File: src/rtl/uart_fb_pkg.sv
// uart_fb_pkg: shared state type, default constants and slot base-address helper
package uart_fb_pkg;
  typedef enum logic [1:0] {IDLE, SLOT, DATA, CSUM} state_t;
  localparam logic [7:0] DEF_SYNC_BYTE = 8'hA5;
  localparam int DEF_FRAME_PIXELS = 307200;
  localparam int DEF_ADDR_W = 23;
  function automatic longint unsigned slot_base(input longint unsigned slot, input longint unsigned frame_pixels);
    return slot * frame_pixels;
  endfunction
endpackage

File: src/rtl/uart_frame_writer_packer.sv
// uart_byte_packer: packs BYTES_PER_PIX bytes big-endian into a zero-extended pixel with a valid strobe
module uart_byte_packer #(
  parameter int BYTES_PER_PIX = 1,
  parameter int PIX_W = 16
) (
  input  logic             i_clk,
  input  logic             i_rst,
  input  logic             i_clr,
  input  logic [7:0]       i_byte,
  input  logic             i_valid,
  output logic             o_last,
  output logic [PIX_W-1:0] o_pix,
  output logic             o_pix_valid
);
  localparam int CW = BYTES_PER_PIX > 1 ? $clog2(BYTES_PER_PIX) : 1;
  localparam int BW = 8 * BYTES_PER_PIX;
  logic [BW-1:0] r_acc;
  logic [CW-1:0] r_cnt;
  logic [BW-1:0] w_word;
  assign w_word = (r_acc << 8) | BW'(i_byte);
  assign o_last = i_valid && r_cnt == CW'(BYTES_PER_PIX - 1);
  always_ff @(posedge i_clk) begin
    if (i_rst) begin
      r_acc <= '0;
      r_cnt <= '0;
      o_pix <= '0;
      o_pix_valid <= 1'b0;
    end else begin
      o_pix_valid <= o_last;
      if (o_last) o_pix <= PIX_W'(w_word);
      if (i_clr || o_last) begin
        r_acc <= '0;
        r_cnt <= '0;
      end else if (i_valid) begin
        r_acc <= w_word;
        r_cnt <= r_cnt + 1'b1;
      end
    end
  end
endmodule

File: src/rtl/uart_frame_writer.sv
// uart_frame_writer: turns framed UART bytes (sync, slot, payload) into SDRAM frame-buffer pixel writes.
// Define UART_FRAME_CHECKSUM_EN to add a trailing mod-256 payload checksum byte and the oERR_CSUM flag.
module uart_frame_writer
  import uart_fb_pkg::*;
#(
  parameter int BYTES_PER_PIX = 1,
  parameter int PIX_W = 16,
  parameter int NUM_SLOTS = 5,
  parameter int SLOT_W = 3,
  parameter int FRAME_PIXELS = DEF_FRAME_PIXELS,
  parameter int ADDR_W = DEF_ADDR_W,
  parameter logic [7:0] SYNC_BYTE = DEF_SYNC_BYTE,
  parameter int TIMEOUT_CYC = 5000000
) (
  input  logic              iCLK,
  input  logic              iRST,
  input  logic [7:0]        iBYTE,
  input  logic              iBYTE_VALID,
  output logic [PIX_W-1:0]  oWR_DATA,
  output logic              oWR,
  output logic [ADDR_W-1:0] oWR_ADDR,
  output logic              oFRAME_START,
  output logic              oFRAME_DONE,
  output logic [SLOT_W-1:0] oSLOT,
  output logic              oBUSY,
  output logic              oERR_TIMEOUT,
  output logic              oERR_SLOT
`ifdef UART_FRAME_CHECKSUM_EN
  , output logic            oERR_CSUM
`endif
);
  localparam int PW = FRAME_PIXELS > 1 ? $clog2(FRAME_PIXELS) : 1;
  localparam int TW = TIMEOUT_CYC > 1 ? $clog2(TIMEOUT_CYC) : 1;
  localparam longint unsigned LAST_ADDR = slot_base(64'(NUM_SLOTS - 1), 64'(FRAME_PIXELS)) + 64'(FRAME_PIXELS) - 64'd1;
  if (BYTES_PER_PIX < 1 || BYTES_PER_PIX > 2 || PIX_W < 8 * BYTES_PER_PIX) begin : g_bad_fmt
    $error("uart_frame_writer: illegal BYTES_PER_PIX/PIX_W combination");
  end
  if (LAST_ADDR >= (64'd1 << ADDR_W)) begin : g_bad_addr
    $error("uart_frame_writer: last slot address does not fit in ADDR_W");
  end
  if ((64'd1 << SLOT_W) < 64'(NUM_SLOTS)) begin : g_bad_slot
    $error("uart_frame_writer: SLOT_W too narrow for NUM_SLOTS");
  end
  state_t r_state, w_state_next, w_end_state;
  logic [SLOT_W-1:0] r_slot;
  logic [ADDR_W-1:0] r_base, r_addr;
  logic [PW-1:0] r_pix;
  logic [TW-1:0] r_tmo;
  logic r_start, r_done, r_err_tmo, r_err_slot;
  logic w_sync, w_slot_ok, w_slot_acc, w_slot_bad, w_tmo, w_last, w_frame_end, w_done_next;
  assign w_sync = r_state == IDLE && iBYTE_VALID && iBYTE == SYNC_BYTE;
  assign w_slot_ok = {1'b0, iBYTE} < 9'(NUM_SLOTS);
  assign w_slot_acc = r_state == SLOT && iBYTE_VALID && w_slot_ok;
  assign w_slot_bad = r_state == SLOT && iBYTE_VALID && !w_slot_ok;
  // a byte arriving on the expiry cycle keeps the frame alive
  assign w_tmo = r_state != IDLE && !iBYTE_VALID && r_tmo == TW'(TIMEOUT_CYC - 1);
  assign w_frame_end = w_last && r_pix == PW'(FRAME_PIXELS - 1);
  uart_byte_packer #(
    .BYTES_PER_PIX(BYTES_PER_PIX),
    .PIX_W(PIX_W)
  ) u_packer (
    .i_clk(iCLK),
    .i_rst(iRST),
    .i_clr(r_state != DATA),
    .i_byte(iBYTE),
    .i_valid(iBYTE_VALID && r_state == DATA),
    .o_last(w_last),
    .o_pix(oWR_DATA),
    .o_pix_valid(oWR)
  );
`ifdef UART_FRAME_CHECKSUM_EN
  logic [7:0] r_sum;
  logic r_err_csum;
  logic w_csum_acc;
  assign w_csum_acc = r_state == CSUM && iBYTE_VALID;
  assign w_end_state = CSUM;
  assign w_done_next = w_csum_acc;
  assign oERR_CSUM = r_err_csum;
  always_ff @(posedge iCLK) begin
    if (iRST) begin
      r_sum <= '0;
      r_err_csum <= 1'b0;
    end else begin
      r_sum <= w_slot_acc ? 8'd0 : (r_state == DATA && iBYTE_VALID) ? r_sum + iBYTE : r_sum;
      r_err_csum <= w_sync ? 1'b0 : (w_csum_acc && iBYTE != r_sum) ? 1'b1 : r_err_csum;
    end
  end
`else
  assign w_end_state = IDLE;
  assign w_done_next = w_frame_end;
`endif
  always_comb begin
    w_state_next = r_state;
    unique case (r_state)
      IDLE: w_state_next = w_sync ? SLOT : IDLE;
      SLOT: w_state_next = w_slot_acc ? DATA : (w_slot_bad || w_tmo) ? IDLE : SLOT;
      DATA: w_state_next = w_frame_end ? w_end_state : w_tmo ? IDLE : DATA;
      default: w_state_next = (iBYTE_VALID || w_tmo) ? IDLE : CSUM;
    endcase
  end
  always_ff @(posedge iCLK) begin
    if (iRST) r_state <= IDLE;
    else r_state <= w_state_next;
  end
  always_ff @(posedge iCLK) begin
    if (iRST) begin
      r_slot <= '0;
      r_base <= '0;
      r_addr <= '0;
      r_pix <= '0;
      r_tmo <= '0;
      r_start <= 1'b0;
      r_done <= 1'b0;
      r_err_tmo <= 1'b0;
      r_err_slot <= 1'b0;
    end else begin
      r_start <= w_slot_acc;
      r_done <= w_done_next;
      r_tmo <= (r_state == IDLE || iBYTE_VALID || w_tmo) ? '0 : r_tmo + 1'b1;
      r_err_tmo <= w_sync ? 1'b0 : w_tmo ? 1'b1 : r_err_tmo;
      r_err_slot <= w_sync ? 1'b0 : w_slot_bad ? 1'b1 : r_err_slot;
      if (w_slot_acc) begin
        r_slot <= iBYTE[SLOT_W-1:0];
        r_base <= ADDR_W'(slot_base(64'(iBYTE[SLOT_W-1:0]), 64'(FRAME_PIXELS)));
        r_pix <= '0;
      end else if (w_last) begin
        r_addr <= r_base + ADDR_W'(r_pix);
        r_pix <= w_frame_end ? '0 : r_pix + 1'b1;
      end
    end
  end
  assign oWR_ADDR = r_addr;
  assign oFRAME_START = r_start;
  assign oFRAME_DONE = r_done;
  assign oSLOT = r_slot;
  assign oBUSY = r_state != IDLE;
  assign oERR_TIMEOUT = r_err_tmo;
  assign oERR_SLOT = r_err_slot;
endmodule

File: config.mk
export PLATFORM = sky130hd
export DESIGN_NAME = uart_frame_writer
export DESIGN_NICKNAME = d
export VERILOG_FILES = /design/src/rtl/uart_fb_pkg.sv /design/src/rtl/uart_frame_writer_packer.sv /design/src/rtl/uart_frame_writer.sv
export SDC_FILE = /design/constraint.sdc
export NUM_CORES = 1
export LEC_CHECK = 0
export ABC_AREA = 1
export CORE_MARGIN = 10
export CORE_UTILIZATION = 41
export CTS_CLUSTER_SIZE = 14
export DETAILED_ROUTE_END_ITERATION = 8
export SYNTH_ARGS = -nofsm -noshare
export SYNTH_HDL_FRONTEND = slang
export SYNTH_SLANG_ARGS = --single-unit
File: constraint.sdc
create_clock -name iCLK -period 1.79 [get_ports iCLK]
set_clock_uncertainty 0.15 [all_clocks]
set_input_delay 0.179 -clock iCLK [delete_from_list [all_inputs] [get_ports iCLK]]
set_output_delay 0.179 -clock iCLK [all_outputs]
set_load 0.02 [all_outputs]
-- Yosys cells after proc, flatten, opt, wreduce, memory -nomap -nowiden
Index checks and enable logic that the tools add are counted.
- multiplexer cells: 8
- add/sub/neg operators: 4
- multipliers: 1
- div/mod/pow operators: 0
- magnitude comparators: 1
- equal/unequal tests: 6
- reduce and logical (&&, ||, !) cells: 24
- shifts and indexed selects: 0
- bitwise gates (word level): 2
- operator list (operator ; count):
    $add 22x19->23 ; 1
    $add 23x1->23 const B ; 1
    $eq 23x23->1 const B ; 1
    $add 19x1->19 const B ; 1
    $eq 19x19->1 const B ; 1
    $mux 19 ; 1
    $logic_and 1x1->1 ; 10
    $mul 3x7->10 const B ; 1
    $eq 8x8->1 const B ; 1
    $lt 8x3->1 const B ; 1
    $mux 2 ; 4
    $reduce_or 2->1 ; 4
    $pmux 2 s3 ; 1
    $logic_or 1x1->1 ; 5
    $eq 2x1->1 const B ; 1
    $eq 2x2->1 const B ; 1
    $logic_not 1->1 ; 2
    $logic_not 2->1 ; 1
    $mux 1 ; 2
    $ne 2x2->1 const B ; 1
    $not 1->1 ; 2
    $reduce_and 2->1 ; 1
    $reduce_bool 2->1 ; 1
    $add 1x1->1 const B ; 1
- bits of input ports: 11
- bits in latches: 0
- bits in writable memories: 0
- bits in read-only memories: 0
- memories: 0
- register bits: 94

-- Logic depth before layout (Yosys ltp)
Gate-level depths: netlist of the first run.
- depth after elaboration: 7
- gate-level depth with buffers: 12

-- By module
From an unflattened synthesis of the first run, not the netlist that was laid out.
- cell total of the unflattened synthesis: 657
- area, all modules: 4725.8 µm²
- by module, submodules not included (module ; cells an instance ; times used ; area an instance (µm²)):
    uart_frame_writer ; 590 ; 1 ; 4254.1
    uart_byte_packer ; 67 ; 1 ; 471.7

-- Worst setup path before layout of the first run
OpenSTA, ideal clock, no wires.
- kind: input-to-reg
- from: in iBYTE[1]
- to: reg r_base[18]
- path slack: 0.046 ns
- cell stages on the path: 9
- setup time: 0.117 ns
- data arrival time: 1.477 ns
- path buffers: 0
- cell sequence: ha_1 -> ha_1 -> inv_1 -> fa_1 -> inv_1 -> a21oi_1 -> nor2_1 -> xor2_1 -> a22o_1
- longest elaborated chain between the ends: 2
- elaborated cells on any way between the ends: 3
- classes of those cells: 1 x mul; 1 x order compare; 1 x reduce/logical
- RTL lines (item ; RTL line ; text):
    from (decl) ; uart_frame_writer.sv:17 ; input logic [7:0] iBYTE,
    branches (longest 2 deep; another with $mul 3x7->10) ; n/a ;
    to (signal assigned) ; uart_frame_writer.sv:124 ; r_base <= ADDR_W'(slot_base(64'(iBYTE[SLOT_W-1:0]), 64'(FRAME_PIXELS)));
    to (decl) ; uart_frame_writer.sv:46 ; logic [ADDR_W-1:0] r_base, r_addr;
Several ways; the timed one is not identified.
A chain may end at the register's enable or synchronous reset.

==> impl_metrics.json, run 1 <==
{
  "rsz0062_at_grt": "yes",
  "timing.hold.ws_ns": 0.128,
  "p_sw_mw": 0.900,
  "final.min_clock_period_ns": 1.76,
  "fin_area_um2": 6170,
  "antenna_cells": 0,
  "hold_buffers": 0,
  "drt_iter0_markers": 445,
  "cp-start-kind": "register",
  "p_per_area_nw_per_um2": 665,
  "rr_startpoint": "oSLOT[0]",
  "crit_required_ns": 1.89,
  "fin_util": 0.543,
  "holdPathEnd": "oSLOT[2]",
  "layout.cells.most_common": "nand2_1",
  "wl_mm": 12.5,
  "grt_pass1_wl_mm": 21.1,
  "finalCritPeriodShare": 0.985,
  "cp.arrival_ns": 1.86,
  "grt_overflow_total": 0,
  "grt_max_degree": 28,
  "r2r-end": "oWR_ADDR[20]",
  "p_int_mw": 3.20,
  "ioPinCount": 59,
  "synthCells": 693,
  "ys_async_sr_fraction": 0,
  "cts_buffers": 9,
  "fin_nets": 825,
  "syn_to_final_growth_pct": 30.0,
  "cts_root_buf": "clkbuf_16",
  "mappedNetlistArea_um2": 4750,
  "critPathLaunch": "oSLOT[0]",
  "fmax_mhz": 567,
  "top_usage_layer": "met2",
  "hold_class": "input port to register",
  "grt_pass1_vias": 4464,
  "via_per_inst": 4.84,
  "die_w_um": 128,
  "io_buffers": 50,
  "fin_cells": 942,
  "cts.sink_count": 93,
  "rows": 39,
  "worstPathMaxFanout": 3,
  "regToRegSetupSlack_ns": 0.03,
  "synth-seq-cells": 93,
  "yosys_warnings": 0,
  "drtAntennaViolNets": 0,
  "num_vias": 4558,
  "antenna_found_initial": 0,
  "hp-start": "iBYTE[2]",
  "start_util": 0.417,
  "synth_edf_count": 0,
  "route.detailed.drc": 0,
  "power_mw": 4.10,
  "pwr-share-seq": 0.504,
  "cap_viol_max_count": 0,
  "p_sw_frac": 0.219,
  "met3_usage": 0.0343,
  "pwr-share-comb": 0.049,
  "cts-htree-levels": 3,
  "postPlaceCellArea_um2": 5760,
  "track_usage": 0.156,
  "leakagePower_nw": 2.53,
  "status": "completed",
  "die_area_um2": 16300,
  "crit_type": "register to register",
  "worst_r2r_path_depth": 11,
  "worstSetupEndpointType": "register",
  "power_frac_clock": 0.447,
  "multi_input_area_um2": 2520,
  "synth.avg_cell_area_um2": 6.85,
  "tritoncts": "built",
  "place_congestion": 0.892,
  "holdPathStages": 3,
  "dieHeight_um": 128,
  "maxSlewViolCount": 0,
  "synth_seq_area_share": 0.392,
  "layout-drive-gt1-share": 0.141,
  "hold_violations": 0,
  "clkLatencyLatePin_ns": 0.35,
  "fillers": 1116,
  "synth_cell_types": 36,
  "final-setup-viol-count": 0,
  "ir_drop_mv": 0.399,
  "use_met1": 0.206,
  "wire_per_inst_um": 13.2,
  "fp.coreArea_um2": 11400,
  "cts_max_path_buffers": 2,
  "final_cell_mix": "nand2_1, nor2_1, dfxtp_1",
  "met2_usage": 0.244,
  "place_inst": 927,
  "seqCellArea_um2": 1870,
  "clk_pin_slew_ns": 0.06,
  "drt-pass1-iter-count": 5,
  "synth_flop_cell": "dfxtp_1",
  "post-dp-hpwl_mm": 9.74
}
## cells by family (layout without fill, tap and decap cells)
kind of cell | count (synthesis) | in the layout | share of synthesized area
and+or+nand+nor | 350 | 350 | 0.315
adders and majority gates | 19 | 19 | 0.0533
AOI/OAI and AO/OA | 93 | 93 | 0.103
buffers and inverters | 122 | 221 | 0.108
DFF | 93 | 93 | 0.392
xor gates and xnor gates | 15 | 15 | 0.0277
other | 1 | 8 | 0.000790
## cells in the mapped netlist (9+ instances only)
cell     instances  area, um^2
nor3_1          16        80.1
buf_4           11        82.6
buf_2            9        45.0
xor2_1          14         123
inv_1           93         349
nand2_1        147         552
nand3_1         44         220
a21oi_1         43         215
o21ai_0         38         190
dfxtp_1         93        1860
nand4_1         11        68.8
nor2_1         116         435
ha_1            17         213
## power groups by stage
stage               clock network [mW]  logic [mW]  registers, mW
global route                      1.94       0.220           2.07
CTS                               1.88       0.196           2.07
finish                            1.83       0.200           2.07
floorplan                            0      0.0987           2.12
global placement                     0       0.192           2.12
detailed placement                   0       0.197           2.12
## timing repair
action | 4_1_cts | 5_1_grt
buffers inserted | 0 | 0
setup endpoints to repair | 22 | 21
pin swaps | 3 | 15
resized for setup | 12 | 30
## worst max path at each step
stage | depth (start not counted) | to | slack, ns
after detailed placement | 10 | r_base[18] | -0.58
after CTS | 10 | oWR_ADDR[22] | -0.0003
after global placement | 10 | r_base[18] | -0.49
final | 11 | oWR_ADDR[20] | 0.03
after global routing | 10 | oWR_ADDR[22] | -0.06
after floorplan | 9 | r_base[18] | 0.05
## critical path, cell delays in order (launching register included)
cell	delay, ns
dfxtp_4	0.36
ha_4	0.15
inv_2	0.04
fa_2	0.37
inv_2	0.08
nand3_4	0.08
nand3_4	0.10
nand3_4	0.07
nand3_1	0.09
nand3_1	0.08
nand2_1	0.06
inv_1	0.03
## area by class of cell
cell class	count	area share
clock inverters	1	0.000811
multi-input cells	485	0.409
well taps	143	0.0290
repair buffers	109	0.155
clock buffers	14	0.0444
inverters	97	0.0590
flip-flops and latches	93	0.303
## registers in the layout, indices dropped and copies added (netlist names), 2 cells and up
name and count:
u_packer.o_pix 8, r_state 2, r_base 9, oSLOT 3
r_pix 19, oWR_ADDR 23, r_tmo 23
## through the flow
stage | TNS (ns) | setup slack [ns]
floorplan | 0 | 0.0462
global placement | -11.46 | -0.486
detailed placement | -14.46 | -0.575
CTS | -0.000338 | -0.000338
global route | -0.184 | -0.0606
finish | 0 | 0.0270
## per-layer routing
metal	vias up	wire [um]
met5	-	0
met4	0	234
met1	2062	6050
li1	2397	-
met2	83	5610
met3	16	560
Note: power is estimated with default switching activity, not from simulation.
==> run 2: changes to the inputs <==
clock period = 1.6 ns   (was 1.79 ns; I/O delays follow)
==> run 2 against run 1 <==
Net effect: the run now ends with negative hold slack, negative setup slack left; via count increased by 6.2%; non-clock buffer count increased by 38; highest routed layer unchanged; combinational power increased by 16%; worst setup slack got worse by 0.20 ns; sequential cell count unchanged; critical path depth decreased by 2; hold slack got worse by 0.13 ns; core utilization increased by 5.7 points; power increased by 16%; count of clock-buffer cells in the layout decreased by 2; global-route usage decreased by 0.054 points; sequential power increased by 12%; largest cell class unchanged.
==> impl_metrics.json, run 2 (synthesis results as in run 1) <==
{
  "cp_slowest_cell": "o21ai_0",
  "critPathLaunch": "r_base[17]",
  "rsz0062_at_grt": "yes",
  "status": "finished, violations left",
  "antenna_found_initial": 0,
  "fin_nets": 863,
  "fmax_mhz": 564,
  "start_util": 0.417,
  "cts_buffers": 9,
  "final_cell_mix": "nand2_1, nor2_1, buf_4",
  "setup_ws_ns": -0.172,
  "rr_startpoint": "r_base[17]",
  "layout-drive-gt1-share": 0.272,
  "met3WireLength_um": 718,
  "slowest_delay_ns": 0.35,
  "cpLargestDelayFamily": "compound AO/OA/AOI/OAI gates",
  "cap_viol_max_count": 0,
  "crit_required_ns": 1.74,
  "violations": "negative hold slack, negative setup slack",
  "maxSlewViolCount": 0,
  "via_per_inst": 4.94,
  "final-setup-viol-count": 13,
  "met1_length_mm": 6.20,
  "drtAntennaViolNets": 0,
  "cts_root_buf": "clkbuf_16",
  "tritoncts": "built",
  "hp-start": "iBYTE[2]",
  "route.detailed.drc": 0,
  "place_ws_ns": -0.730,
  "postPlaceCellArea_um2": 5990,
  "clkLatencyLatePin_ns": 0.35,
  "fin_util": 0.599,
  "grt_max_degree": 24,
  "p_per_area_nw_per_um2": 697,
  "wl_met2_mm": 6.24,
  "antenna_cells": 0,
  "grt_overflow_total": 0,
  "cp.arrival_ns": 1.91,
  "power_mw": 4.75,
  "leakagePower_nw": 2.96,
  "die_area_um2": 16300,
  "timing.hold.ws_ns": -0.00544,
  "ir_drop_mv": 0.607,
  "fin_cells": 981,
  "tns_ns": -0.804,
  "dieHeight_um": 128,
  "hold_buffers": 0,
  "fin_area_um2": 6810,
  "layout.cells.most_common": "nand2_1",
  "cts.sink_count": 93,
  "cp_cell_sequence": "ha_4, inv_1, o21ai_0, a21boi_1, nand2_2, nand2_1, nand3_1, nand2_1, inv_1",
  "drt-pass1-iter-count": 5,
  "die_w_um": 128,
  "wire_per_inst_um": 13.7,
  "post-dp-hpwl_mm": 9.74,
  "highest_layer": "met4",
  "cp-start-kind": "register",
  "rows": 39,
  "ioPinCount": 59,
  "syn_to_final_growth_pct": 43.5,
  "num_vias": 4842,
  "cts-htree-levels": 3,
  "wl_mm": 13.4,
  "worstPathMaxFanout": 3,
  "worstSetupEndpointType": "register",
  "crit_buf_inv": 2,
  "hold_violations": 1,
  "finalCritPeriodShare": 1.11,
  "place_inst": 946,
  "place_congestion": 0.936,
  "track_usage": 0.156,
  "cts_max_path_buffers": 2,
  "hold_class": "input port to register",
  "crit_type": "register to register",
  "clk_pin_slew_ns": 0.07,
  "final.min_clock_period_ns": 1.77,
  "io_buffers": 50,
  "drt_iter0_markers": 369,
  "grt_pass1_wl_mm": 21.0,
  "grt_pass1_vias": 4416,
  "fp.coreArea_um2": 11400
}
[run 2: cell type report]
type / instances / area, um^2
clock inverter: 4 / 45.0
multi-input combinational: 485 / 2810
sequential: 93 / 1890
clock buffer: 12 / 267
tap: 143 / 179
fill: 1028 / 4560
inverter: 97 / 367
timing repair buffer: 147 / 1260
[run 2: layer usage]
| metal | vias up | GRT usage |
|---|---|---|
| met1 | 2238 | 0.201 |
| met5 | - | 0 |
| met4 | 0 | 0.0523 |
| met3 | 25 | 0.0484 |
| met2 | 108 | 0.241 |
| li1 | 2471 | - |
[run 2: what timing repair did]
item	in CTS	in global routing
setup buffers	2	17
pin swaps	14	36
endpoints found under the setup margin	81	59
resized for setup	78	87
gates cloned	0	1
[run 2: worst reg2reg max path: cells and delay by family (launching register included)]
kind	cells	cell delay, ns
flops	1	0.34
simple gates	4	0.29
fa+ha+maj	1	0.28
compound gates	2	0.56
buf+inv	2	0.09
[run 2: path summary, 6_finish.rpt]
path,end,slack [ns],depth (start not counted)
max,oWR_ADDR[20],-0.17,9
min,oSLOT[2],-0.005,3
max reg2reg,oWR_ADDR[20],-0.17,9
min reg2reg,oSLOT[2],0.31,2
[run 2: power breakdown]
| group | switching, mW | internal (mW) | leakage, nW |
|---|---|---|---|
| logic | 0.134 | 0.0994 | 2.04 |
| registers | 0.0000591 | 2.31 | 0.757 |
| clock network | 0.872 | 1.33 | 0.158 |
